## src/rtl/i2c_target_ctrl_if.sv

```systemverilog
// Bus-side (SCL/SDA) and core-side (rx/tx byte) signals of the I2C target.
// The slave modport is the target's view; the master modport is its environment's view.
interface i2c_target_ctrl_if;
  logic       scl_in;
  logic       sda_in;
  logic       sda_oe;
  logic [7:0] rx_data;
  logic       rx_valid;
  logic [7:0] tx_data;
  logic       tx_req;
  logic       busy;

  modport slave (
    input  scl_in, sda_in, tx_data,
    output sda_oe, rx_data, rx_valid, tx_req, busy
  );

  modport master (
    output scl_in, sda_in, tx_data,
    input  sda_oe, rx_data, rx_valid, tx_req, busy
  );
endinterface

```

## src/rtl/i2c_target_ctrl.sv

```systemverilog
// Oversampling I2C target: START/STOP detection, 7-bit address match, ACK, write strobes, read requests.
// Define I2C_GLITCH_FILTER_EN to add a 3-sample majority filter on SCL and SDA (+2 clk latency).
module i2c_target_ctrl #(
  parameter logic [6:0] ADDR = 7'h27
) (
  input  logic             clk,
  input  logic             rst,
  i2c_target_ctrl_if.slave bus_if
);

  typedef enum logic [2:0] {
    S_IDLE, S_ADDR, S_ADDR_ACK, S_WRITE, S_WRITE_ACK, S_READ, S_READ_ACK, S_WAIT_STOP
  } state_t;

  // Line 0 is SCL, line 1 is SDA; both idle high so reset values never look like an edge.
  logic [1:0] line_raw;
  logic [1:0] line_cur;
  logic [1:0] line_prev;

  assign line_raw = {bus_if.sda_in, bus_if.scl_in};

  for (genvar gi = 0; gi < 2; gi++) begin : g_line
    logic sync1_q;
    logic sync2_q;
    logic prev_q;
`ifdef I2C_GLITCH_FILTER_EN
    logic [1:0] hist_q;
    logic       filt_q;
    always_ff @(posedge clk or posedge rst) begin
      if (rst) begin
        hist_q <= 2'b11;
        filt_q <= 1'b1;
      end else begin
        hist_q <= {hist_q[0], sync2_q};
        filt_q <= (sync2_q & hist_q[0]) | (sync2_q & hist_q[1]) | (hist_q[0] & hist_q[1]);
      end
    end
    assign line_cur[gi] = filt_q;
`else
    assign line_cur[gi] = sync2_q;
`endif
    always_ff @(posedge clk or posedge rst) begin
      if (rst) begin
        sync1_q <= 1'b1;
        sync2_q <= 1'b1;
        prev_q  <= 1'b1;
      end else begin
        sync1_q <= line_raw[gi];
        sync2_q <= sync1_q;
        prev_q  <= line_cur[gi];
      end
    end
    assign line_prev[gi] = prev_q;
  end

  logic scl, sda, scl_rise, scl_fall, start_ev, stop_ev;
  assign scl      = line_cur[0];
  assign sda      = line_cur[1];
  assign scl_rise = scl & ~line_prev[0];
  assign scl_fall = ~scl & line_prev[0];
  assign start_ev = scl & line_prev[0] & line_prev[1] & ~sda;
  assign stop_ev  = scl & line_prev[0] & ~line_prev[1] & sda;

  state_t     state_q;
  logic [2:0] bit_cnt_q;
  logic [6:0] shift_q;
  logic       rw_q;
  logic       ack_phase_q;
  logic       nack_q;
  logic       sda_oe_q;
  logic [7:0] rx_data_q;
  logic       rx_valid_q;
  logic       tx_req_q;
  logic       busy_q;

  always_ff @(posedge clk or posedge rst) begin
    if (rst) begin
      state_q     <= S_IDLE;
      bit_cnt_q   <= 3'd0;
      shift_q     <= 7'd0;
      rw_q        <= 1'b0;
      ack_phase_q <= 1'b0;
      nack_q      <= 1'b0;
      sda_oe_q    <= 1'b0;
      rx_data_q   <= 8'h00;
      rx_valid_q  <= 1'b0;
      tx_req_q    <= 1'b0;
      busy_q      <= 1'b0;
    end else begin
      rx_valid_q <= 1'b0;
      tx_req_q   <= 1'b0;
      if (start_ev) begin
        state_q     <= S_ADDR;
        bit_cnt_q   <= 3'd0;
        ack_phase_q <= 1'b0;
        sda_oe_q    <= 1'b0;
      end else if (stop_ev) begin
        state_q   <= S_IDLE;
        bit_cnt_q <= 3'd0;
        sda_oe_q  <= 1'b0;
        busy_q    <= 1'b0;
      end else begin
        unique case (state_q)
          S_IDLE, S_WAIT_STOP: sda_oe_q <= 1'b0;
          S_ADDR: begin
            if (scl_rise) begin
              shift_q   <= {shift_q[5:0], sda};
              bit_cnt_q <= bit_cnt_q + 3'd1;
              if (bit_cnt_q == 3'd7) begin
                rw_q        <= sda;
                ack_phase_q <= 1'b0;
                if (shift_q == ADDR) begin
                  state_q <= S_ADDR_ACK;
                end else begin
                  state_q <= S_WAIT_STOP;
                  busy_q  <= 1'b0;
                end
              end
            end
          end
          S_ADDR_ACK: begin
            if (scl_fall) begin
              if (!ack_phase_q) begin
                sda_oe_q    <= 1'b1;
                busy_q      <= 1'b1;
                ack_phase_q <= 1'b1;
              end else begin
                ack_phase_q <= 1'b0;
                if (rw_q) begin
                  // ACK stays driven one more cycle until bit 7 is loaded from tx_data.
                  tx_req_q  <= 1'b1;
                  bit_cnt_q <= 3'd0;
                  state_q   <= S_READ;
                end else begin
                  sda_oe_q <= 1'b0;
                  state_q  <= S_WRITE;
                end
              end
            end
          end
          S_WRITE: begin
            if (scl_rise) begin
              shift_q   <= {shift_q[5:0], sda};
              bit_cnt_q <= bit_cnt_q + 3'd1;
              if (bit_cnt_q == 3'd7) begin
                rx_data_q   <= {shift_q, sda};
                rx_valid_q  <= 1'b1;
                ack_phase_q <= 1'b0;
                state_q     <= S_WRITE_ACK;
              end
            end
          end
          S_WRITE_ACK: begin
            if (scl_fall) begin
              sda_oe_q    <= ~ack_phase_q;
              ack_phase_q <= ~ack_phase_q;
              if (ack_phase_q) state_q <= S_WRITE;
            end
          end
          S_READ: begin
            if (tx_req_q) begin
              shift_q   <= bus_if.tx_data[6:0];
              sda_oe_q  <= ~bus_if.tx_data[7];
              bit_cnt_q <= 3'd0;
            end else if (scl_fall) begin
              bit_cnt_q <= bit_cnt_q + 3'd1;
              if (bit_cnt_q == 3'd7) begin
                sda_oe_q <= 1'b0;
                state_q  <= S_READ_ACK;
              end else begin
                sda_oe_q <= ~shift_q[6];
                shift_q  <= {shift_q[5:0], 1'b0};
              end
            end
          end
          S_READ_ACK: begin
            if (scl_rise) begin
              nack_q <= sda;
            end else if (scl_fall) begin
              if (nack_q) begin
                state_q <= S_WAIT_STOP;
              end else begin
                tx_req_q <= 1'b1;
                state_q  <= S_READ;
              end
            end
          end
          default: state_q <= S_IDLE;
        endcase
      end
    end
  end

  assign bus_if.sda_oe   = sda_oe_q;
  assign bus_if.rx_data  = rx_data_q;
  assign bus_if.rx_valid = rx_valid_q;
  assign bus_if.tx_req   = tx_req_q;
  assign bus_if.busy     = busy_q;

endmodule

```

## src/flat_wrapper.sv

```systemverilog
// flat-port wrapper written by rule: the top's interface ports become plain ports
module i2c_target_ctrl_flat 
#(
  parameter logic [6:0] ADDR = 7'h27
)
  (clk, rst, bus_if_scl_in, bus_if_sda_in, bus_if_tx_data, bus_if_sda_oe, bus_if_rx_data, bus_if_rx_valid, bus_if_tx_req, bus_if_busy);
  i2c_target_ctrl_if bus_if_i ();
  input  logic clk;
  input  logic rst;
  input wire logic [$bits(bus_if_i.scl_in)-1:0] bus_if_scl_in;
  input wire logic [$bits(bus_if_i.sda_in)-1:0] bus_if_sda_in;
  input wire logic [$bits(bus_if_i.tx_data)-1:0] bus_if_tx_data;
  output wire logic [$bits(bus_if_i.sda_oe)-1:0] bus_if_sda_oe;
  output wire logic [$bits(bus_if_i.rx_data)-1:0] bus_if_rx_data;
  output wire logic [$bits(bus_if_i.rx_valid)-1:0] bus_if_rx_valid;
  output wire logic [$bits(bus_if_i.tx_req)-1:0] bus_if_tx_req;
  output wire logic [$bits(bus_if_i.busy)-1:0] bus_if_busy;
  assign bus_if_i.scl_in = bus_if_scl_in;
  assign bus_if_i.sda_in = bus_if_sda_in;
  assign bus_if_i.tx_data = bus_if_tx_data;
  assign bus_if_sda_oe = bus_if_i.sda_oe;
  assign bus_if_rx_data = bus_if_i.rx_data;
  assign bus_if_rx_valid = bus_if_i.rx_valid;
  assign bus_if_tx_req = bus_if_i.tx_req;
  assign bus_if_busy = bus_if_i.busy;
  i2c_target_ctrl #(.ADDR(ADDR)) u_core (.clk(clk), .rst(rst), .bus_if(bus_if_i));
endmodule
```

## config.mk

```make
export PLATFORM = sky130hd
export DESIGN_NAME = i2c_target_ctrl_flat
export DESIGN_NICKNAME = d
export VERILOG_FILES = /design/src/rtl/i2c_target_ctrl_if.sv /design/src/rtl/i2c_target_ctrl.sv /design/src/flat_wrapper.sv
export SDC_FILE = /design/constraint.sdc
export NUM_CORES = 1
export LEC_CHECK = 0
export BUFFER_PORTS_ARGS = -buffer_cell sky130_fd_sc_hd__buf_2
export CAP_MARGIN = 20
export CORE_ASPECT_RATIO = 0.8
export CORE_MARGIN = 2
export CORE_UTILIZATION = 40
export DETAILED_ROUTE_END_ITERATION = 12
export PLACE_DENSITY = 0.66
export SETUP_SLACK_MARGIN = 0.5
export SYNTH_ARGS = -nofsm -noshare
export SYNTH_HDL_FRONTEND = slang
export SYNTH_SLANG_ARGS = --single-unit
```

## constraint.sdc

```tcl
create_clock -name clk -period 2.1 [get_ports clk]
set_input_delay 0.105 -clock clk [delete_from_list [all_inputs] [get_ports clk]]
set_output_delay 0.105 -clock clk [all_outputs]
set_load 0.03 [all_outputs]
```

# Word level (Yosys, flattened, before mapping)
# Cells that the tools add are included.
[classes]
n_addsub = 1
eq_ne = 39
muxes = 71
bitwise = 16
n_reduce_logical = 18
[op_table]
columns = ["cell", "count"]
rows = [
  ["3-bit two-way mux", 25],
  ["4-bit by 1-bit != test with 1-bit output, second input constant", 13],
  ["1-bit two-way mux", 34],
  ["7-bit two-way mux", 4],
  ["3-bit by 1-bit != test with 1-bit output, second input constant", 8],
  ["3-bit one-hot mux with 6 select lines", 1],
  ["6-bit AND reduction", 3],
  ["3-bit == test, second input constant", 5],
  ["5-bit AND reduction", 3],
  ["7-bit one-hot mux with 2 select lines", 1],
  ["14-bit AND reduction", 1],
  ["3-bit by 2-bit != test with 1-bit output, second input constant", 3],
  ["1-bit NOT", 9],
  ["3-bit one-hot mux with 3 select lines", 1],
  ["8-bit nonzero test", 1],
  ["1-bit bitwise AND", 7],
  ["7-bit by 6-bit == test with 1-bit output, second input constant", 1],
  ["7-bit AND reduction", 1],
  ["3-bit by 2-bit == test with 1-bit output, second input constant", 2],
  ["6-bit nonzero test", 1],
  ["5-bit by 1-bit != test with 1-bit output, second input constant", 1],
  ["5-bit by 3-bit != test with 1-bit output, second input constant", 1],
  ["5-bit nonzero test", 1],
  ["2-bit by 1-bit != test with 1-bit output, second input constant", 2],
  ["other kinds (14)", 16],
]
[word_totals]
regBits = 34
in_bits = 12
out_inout_bits = 12
word_cells = 162

# Longest topological paths before layout
[logic_depth]
word_depth = 7
ltp_mapped = 6
depth_no_buf = 6

# Worst setup path after synthesis
# OpenSTA, ideal clock, no wires.
[synth_timing]
path_type = "reg-to-reg"
start = "register u_core.g_line[0].sync2_q"
end = "register u_core.busy_q, in the netlist u_core.bus_if.busy"
setup_ps = 119
t_arrival_ps = 1670
required_time_ps = 1981
path_slack_ps = 311
path_stages_with_launch = 7
path_buffers = 1
synth_period_minus_slack_ps = 1789
cell_sequence = "dfstp_2 buf_2 nand2_2 or3_4 and4b_1 a211o_1 o21a_1"
[synth_via]
elab_chain_cells = 5
word_cells_on_any_way = 17
classes_between = "5 x eq/ne; 1 x mux; 9 x bitwise; 2 x reduce/logical"
[synth_rtl]
columns = ["item", "line_no", "source"]
rows = [
  ["start: declaration", "i2c_target_ctrl.sv:24", "logic sync2_q;"],
  ["start signal: assignment", "i2c_target_ctrl.sv:49", "sync2_q <= sync1_q;"],
  ["1-bit bitwise AND", "i2c_target_ctrl.sv:61, i2c_target_ctrl.sv:62", ""],
  ["1-bit bitwise AND, on equally long branches (2 in series)", "i2c_target_ctrl.sv:62, i2c_target_ctrl.sv:61", ""],
  ["3-bit by 1-bit != test with 1-bit output (no source line), or another cell as far along", "-", ""],
  ["7-bit AND reduction (no source line)", "-", ""],
  ["end signal: assignment", "i2c_target_ctrl.sv:88", "busy_q <= 1'b0;"],
  ["end signal: assignment", "i2c_target_ctrl.sv:101", "busy_q <= 1'b0;"],
  ["end signal: assignment", "i2c_target_ctrl.sv:116", "busy_q <= 1'b0;"],
  ["end: declaration", "i2c_target_ctrl.sv:74", "logic busy_q;"],
]
# Several ways; a longest one is shown, not always the timed one.
# A chain may end at the register's enable or synchronous reset.

# Final worst setup path
[layout_timing]
start = "register u_core.shift_q[4]"
end = "register u_core.busy_q, in the netlist u_core.bus_if.busy"
[layout_via]
elab_chain_cells = 3
[layout_rtl]
columns = ["item", "line_no", "source"]
rows = [
  ["start: declaration", "i2c_target_ctrl.sv:66", "logic [6:0] shift_q;"],
  ["start signal: assignment", "i2c_target_ctrl.sv:107", "shift_q <= {shift_q[5:0], sda};"],
  ["start signal: assignment", "i2c_target_ctrl.sv:143", "shift_q <= {shift_q[5:0], sda};"],
  ["start signal: assignment", "i2c_target_ctrl.sv:162", "shift_q <= bus_if.tx_data[6:0];"],
  ["7-bit by 6-bit == test with 1-bit output", "i2c_target_ctrl.sv:112", "if (shift_q == ADDR) begin"],
  ["3-bit by 2-bit != test with 1-bit output (no source line)", "-", ""],
  ["7-bit AND reduction (no source line)", "-", ""],
  ["end signal: assignment", "i2c_target_ctrl.sv:101", ""],
  ["end signal: assignment", "i2c_target_ctrl.sv:116", ""],
  ["end signal: assignment", "i2c_target_ctrl.sv:125", "busy_q <= 1'b1;"],
]
# Every way passes these cells.

==> impl_metrics.ini <==
[route]
route.detailed.wl_per_inst_um = 15.9
detail_route.iter0.violations = 236
drtAntennaViolNets = 0
via_per_inst = 5.62
postRouteWirelength_um = 4760
number_of_detailed_route_iterations_in_the_first_pass = 4
detailroute.via_count = 1679
drt_drc_violations_left = 0

[run_status]
run_status = finished, final reports clean

[cells_and_area]
post-route-util_pct = 56.4
design.final.nets = 253
flow.area_growth_from_synthesis_pct = 36.1
fillerInstances = 375
finalInstanceArea_mm2 = 0.00259
antenna_cells_inserted = 0
stdcell_count = 299
layout-drive-gt1-share_pct = 48.1

[hold_path]
hp-class = input port to flip-flop

[grt]
track_usage_pct = 20.9
grt_util_met1_pct = 29.4
groute.layer.met3.usage_pct = 7.69
grt_use_met2_pct = 30.2
grt_first_pass_wirelength_um = 8280
maximum_number_of_pins_on_one_net_before_global_route_repair = 35
global_route.peak_usage_layer = met2
grt_antenna_before_repair = 0
first_global_vias = 1627
grt_remaining_overflow = 0

[placement]
detailedPlacementHpwl_um = 3220
placement.cell_area_mm2 = 0.00216
placement.io_buffers = 23
place.gp.congestion = 1.05
worst_slack_at_placement_ns = 0.126
numPlacedInstances = 268

[sta]
setup_total_negative_slack_ns = 0
relSlewSlack_pct = 68.9
worstMarginPinSlew_ns = 0.460
max_freq_mhz = 572
finalHoldViolations = 0
postLayoutSetupSlackWorst_ns = 0.351
rsz0062_at_grt = yes
slew_violations = 0
finalClockSkew_ns = 0.00682
report.final.setup_viol = 0
layout_worst_path_cycle_share_pct = 83.3
period_needed_ns = 1.75

[clocking]
h-tree-depth = 2
worstSkewPairLatency_ns = 0.29
clk_pin_slew_ns = 0.07
clockRootBuffer = sky130_fd_sc_hd__clkbuf_8
cts_buffers = 5
clk_path_buf_depth = 2
cts.sink_count = 34
tritoncts = built

[job]
maxCapViolations = 0

[logic_synthesis]
postSynthRegisterBits = 34
synth-seq-area-share_pct = 45.0
synth.top_cells.by_area = sky130_fd_sc_hd__dfrtp_1 (37%), sky130_fd_sc_hd__mux2_1 (9.5%), sky130_fd_sc_hd__dfstp_2 (8.3%), sky130_fd_sc_hd__mux2_2 (4.7%), sky130_fd_sc_hd__nor2_1 (2.6%)
netlist.area_leader.share_pct = 36.8
number_of_nets_produced_by_synthesis = 197
synth_top_cell_by_area = sky130_fd_sc_hd__dfrtp_1
synthDistinctLibCells = 53
synth_top_flop_cell = sky130_fd_sc_hd__dfrtp_1
ys_warn_count = 0
synthesized_area_per_cell_um2 = 10.5
asyncSetResetFlopFracSynth_pct = 100
synth_enable_flop_cells = 0
syn-instance-count = 182
netlist_area_mm2 = 0.00191

[power]
power_switching_mw = 1.24
power_report.internal_total_mw = 1.90
vdd_ir_drop_max_mv = 0.571
relative_contribution_of_sequential_cells_to_total_power_pct = 33.1
power.static_leakage_nw = 1.15
clockPowerShare_pct = 16.0
power_per_cell_area_mw_per_mm2 = 1210
p_sw_share_pct = 39.4
power_frac_comb_pct = 50.9

[setup_path]
worstSetupEndpointType = flip-flop
critical_path_arrival_ns = 1.93
cp_cell_sequence = or4b_4 > o211ai_1 > and4b_1 > nor4_1 > o21a_1
worst-r2r-setup-slack_ns = 0.35
cpLargestDelayFamily = simple AND/OR/NAND/NOR gates
critPathKind = flip-flop to flip-flop
crit_buf_inv = 0
crit_required_ns = 2.28
timing.critical_path.slowest_cell_delay_ns = 0.57
crit_path_start_kind = flip-flop
cp_slowest_cell = sky130_fd_sc_hd__or4b_4
critical_path_peak_fanout = 3

[floorplan]
initial_utilization_pct = 41.5
die_width_um = 81.2
top_level_ports = 24
rows = 22
dieHeight_um = 65.7
die-area_mm2 = 0.00534
placeableCoreArea_mm2 = 0.00460
## per-stage QoR
stage / hold slack (ns) / power, mW
global route: 0.155 / 3.37
floorplan: 0.109 / 1.91
global placement: 0.210 / 2.26
CTS: 0.147 / 2.96
finish: 0.152 / 3.13
detailed placement: 0.214 / 2.27
## registers in the layout (all words and copies together) (netlist names)
register and count:
u_core.g_line.sync2_q 2, u_core.shift_q 7, u_core.nack_q 1, u_core.rw_q 1
u_core.g_line.prev_q 2, u_core.g_line.sync1_q 2, u_core.ack_phase_q 1, u_core.bus_if.sda_oe 1
u_core.bus_if.tx_req 1, u_core.bus_if.rx_valid 1, u_core.bus_if.busy 1, u_core.bus_if.rx_data 8
u_core.bit_cnt_q 3, u_core.state_q 3
## routing by layer
| layer | part of all wire, % | routed length (um) |
|---|---|---|
| met5 | 0 | 0 |
| met1 | 45 | 2160 |
| met3 | 8.8 | 417 |
| met2 | 45 | 2130 |
| met4 | 1.3 | 62 |
## what timing repair did
| item | CTS | global route |
|---|---|---|
| setup endpoints to repair | 25 | 25 |
| hold buffers | 3 | 0 |
| setup buffers | 14 | 6 |
| endpoints found under the hold margin | 30 | 0 |
| resized for setup | 24 | 12 |
| pin swaps | 17 | 8 |
## synthesized netlist by cell type, drive strengths merged, types with 3 or more instances
library cell and number:
o21a 3, nand3 5, dfstp 6, mux2 24, nand2 12, a21oi 5
clkbuf 4, o31ai 3, nor2 14, dfrtp 28, nor2b 5, nor3 4
nand2b 5, o211ai 3, inv 5, nor4 3, or3 3, ha 3
o21ai 12, buf 5
## layout make-up
cell class,count,area [um2],area share [%]
sequential,34,862,33.2
multi-input combinational,134,1130,43.5
clock inverter,2,12.5,0.482
clock buffer,6,82.6,3.18
timing repair buffer,58,414,16.0
tap,60,75.1,2.89
inverter,5,18.8,0.724
## logic make-up (layout without fill, tap and decap cells)
family | Yosys count | count (layout) | share of synthesized area (%)
flip-flops | 34 | 34 | 45.0
AND/OR/NAND/NOR | 59 | 59 | 17.8
XOR/XNOR | 2 | 2 | 0.919
AO/OA/AOI/OAI | 45 | 45 | 16.5
buffers and inverters | 14 | 71 | 3.02
multiplexers | 25 | 25 | 14.7
adder cells (fa/ha/maj) | 3 | 3 | 1.97
## path summary, 6_finish.rpt
check                                         start                        to  depth (start not counted)
max in group asynchronous                       rst         u_core.state_q[1]                          4
hold reg to reg            u_core.g_line[0].sync1_q  u_core.g_line[0].sync2_q                          0
min in group asynchronous                       rst       u_core.bit_cnt_q[1]                          4
setup reg to reg                  u_core.shift_q[4]        u_core.bus_if.busy                          5
hold / removal                    bus_if_tx_data[2]         u_core.shift_q[2]                          3
setup / recovery                  u_core.shift_q[4]        u_core.bus_if.busy                          5
## worst min-delay path, cell delays in order
cell	delay (ns)
sky130_fd_sc_hd__buf_2	0.07
sky130_fd_sc_hd__mux2_1	0.11
sky130_fd_sc_hd__mux2_2	0.13
## layout by cell type (no fill, tap or decap), drive strengths merged, types with 6 or more instances in the layout
master	synthesis	layout
buf	5	55
mux2	24	24
nor2	14	14
dfstp	6	6
nand2	12	12
dfrtp	28	28
clkbuf	4	6
o21ai	12	12
## power by group through the flow
stage	combinational, mW	sequential (mW)	clock, mW
2_1_floorplan	0.953	0.960	0
6_report	1.60	1.04	0.502
4_1_cts	1.41	1.04	0.515
3_3_place_gp	1.20	1.06	0
3_5_place_dp	1.22	1.06	0
5_1_grt	1.75	1.06	0.556
Note: power is estimated with default switching activity, not from simulation.
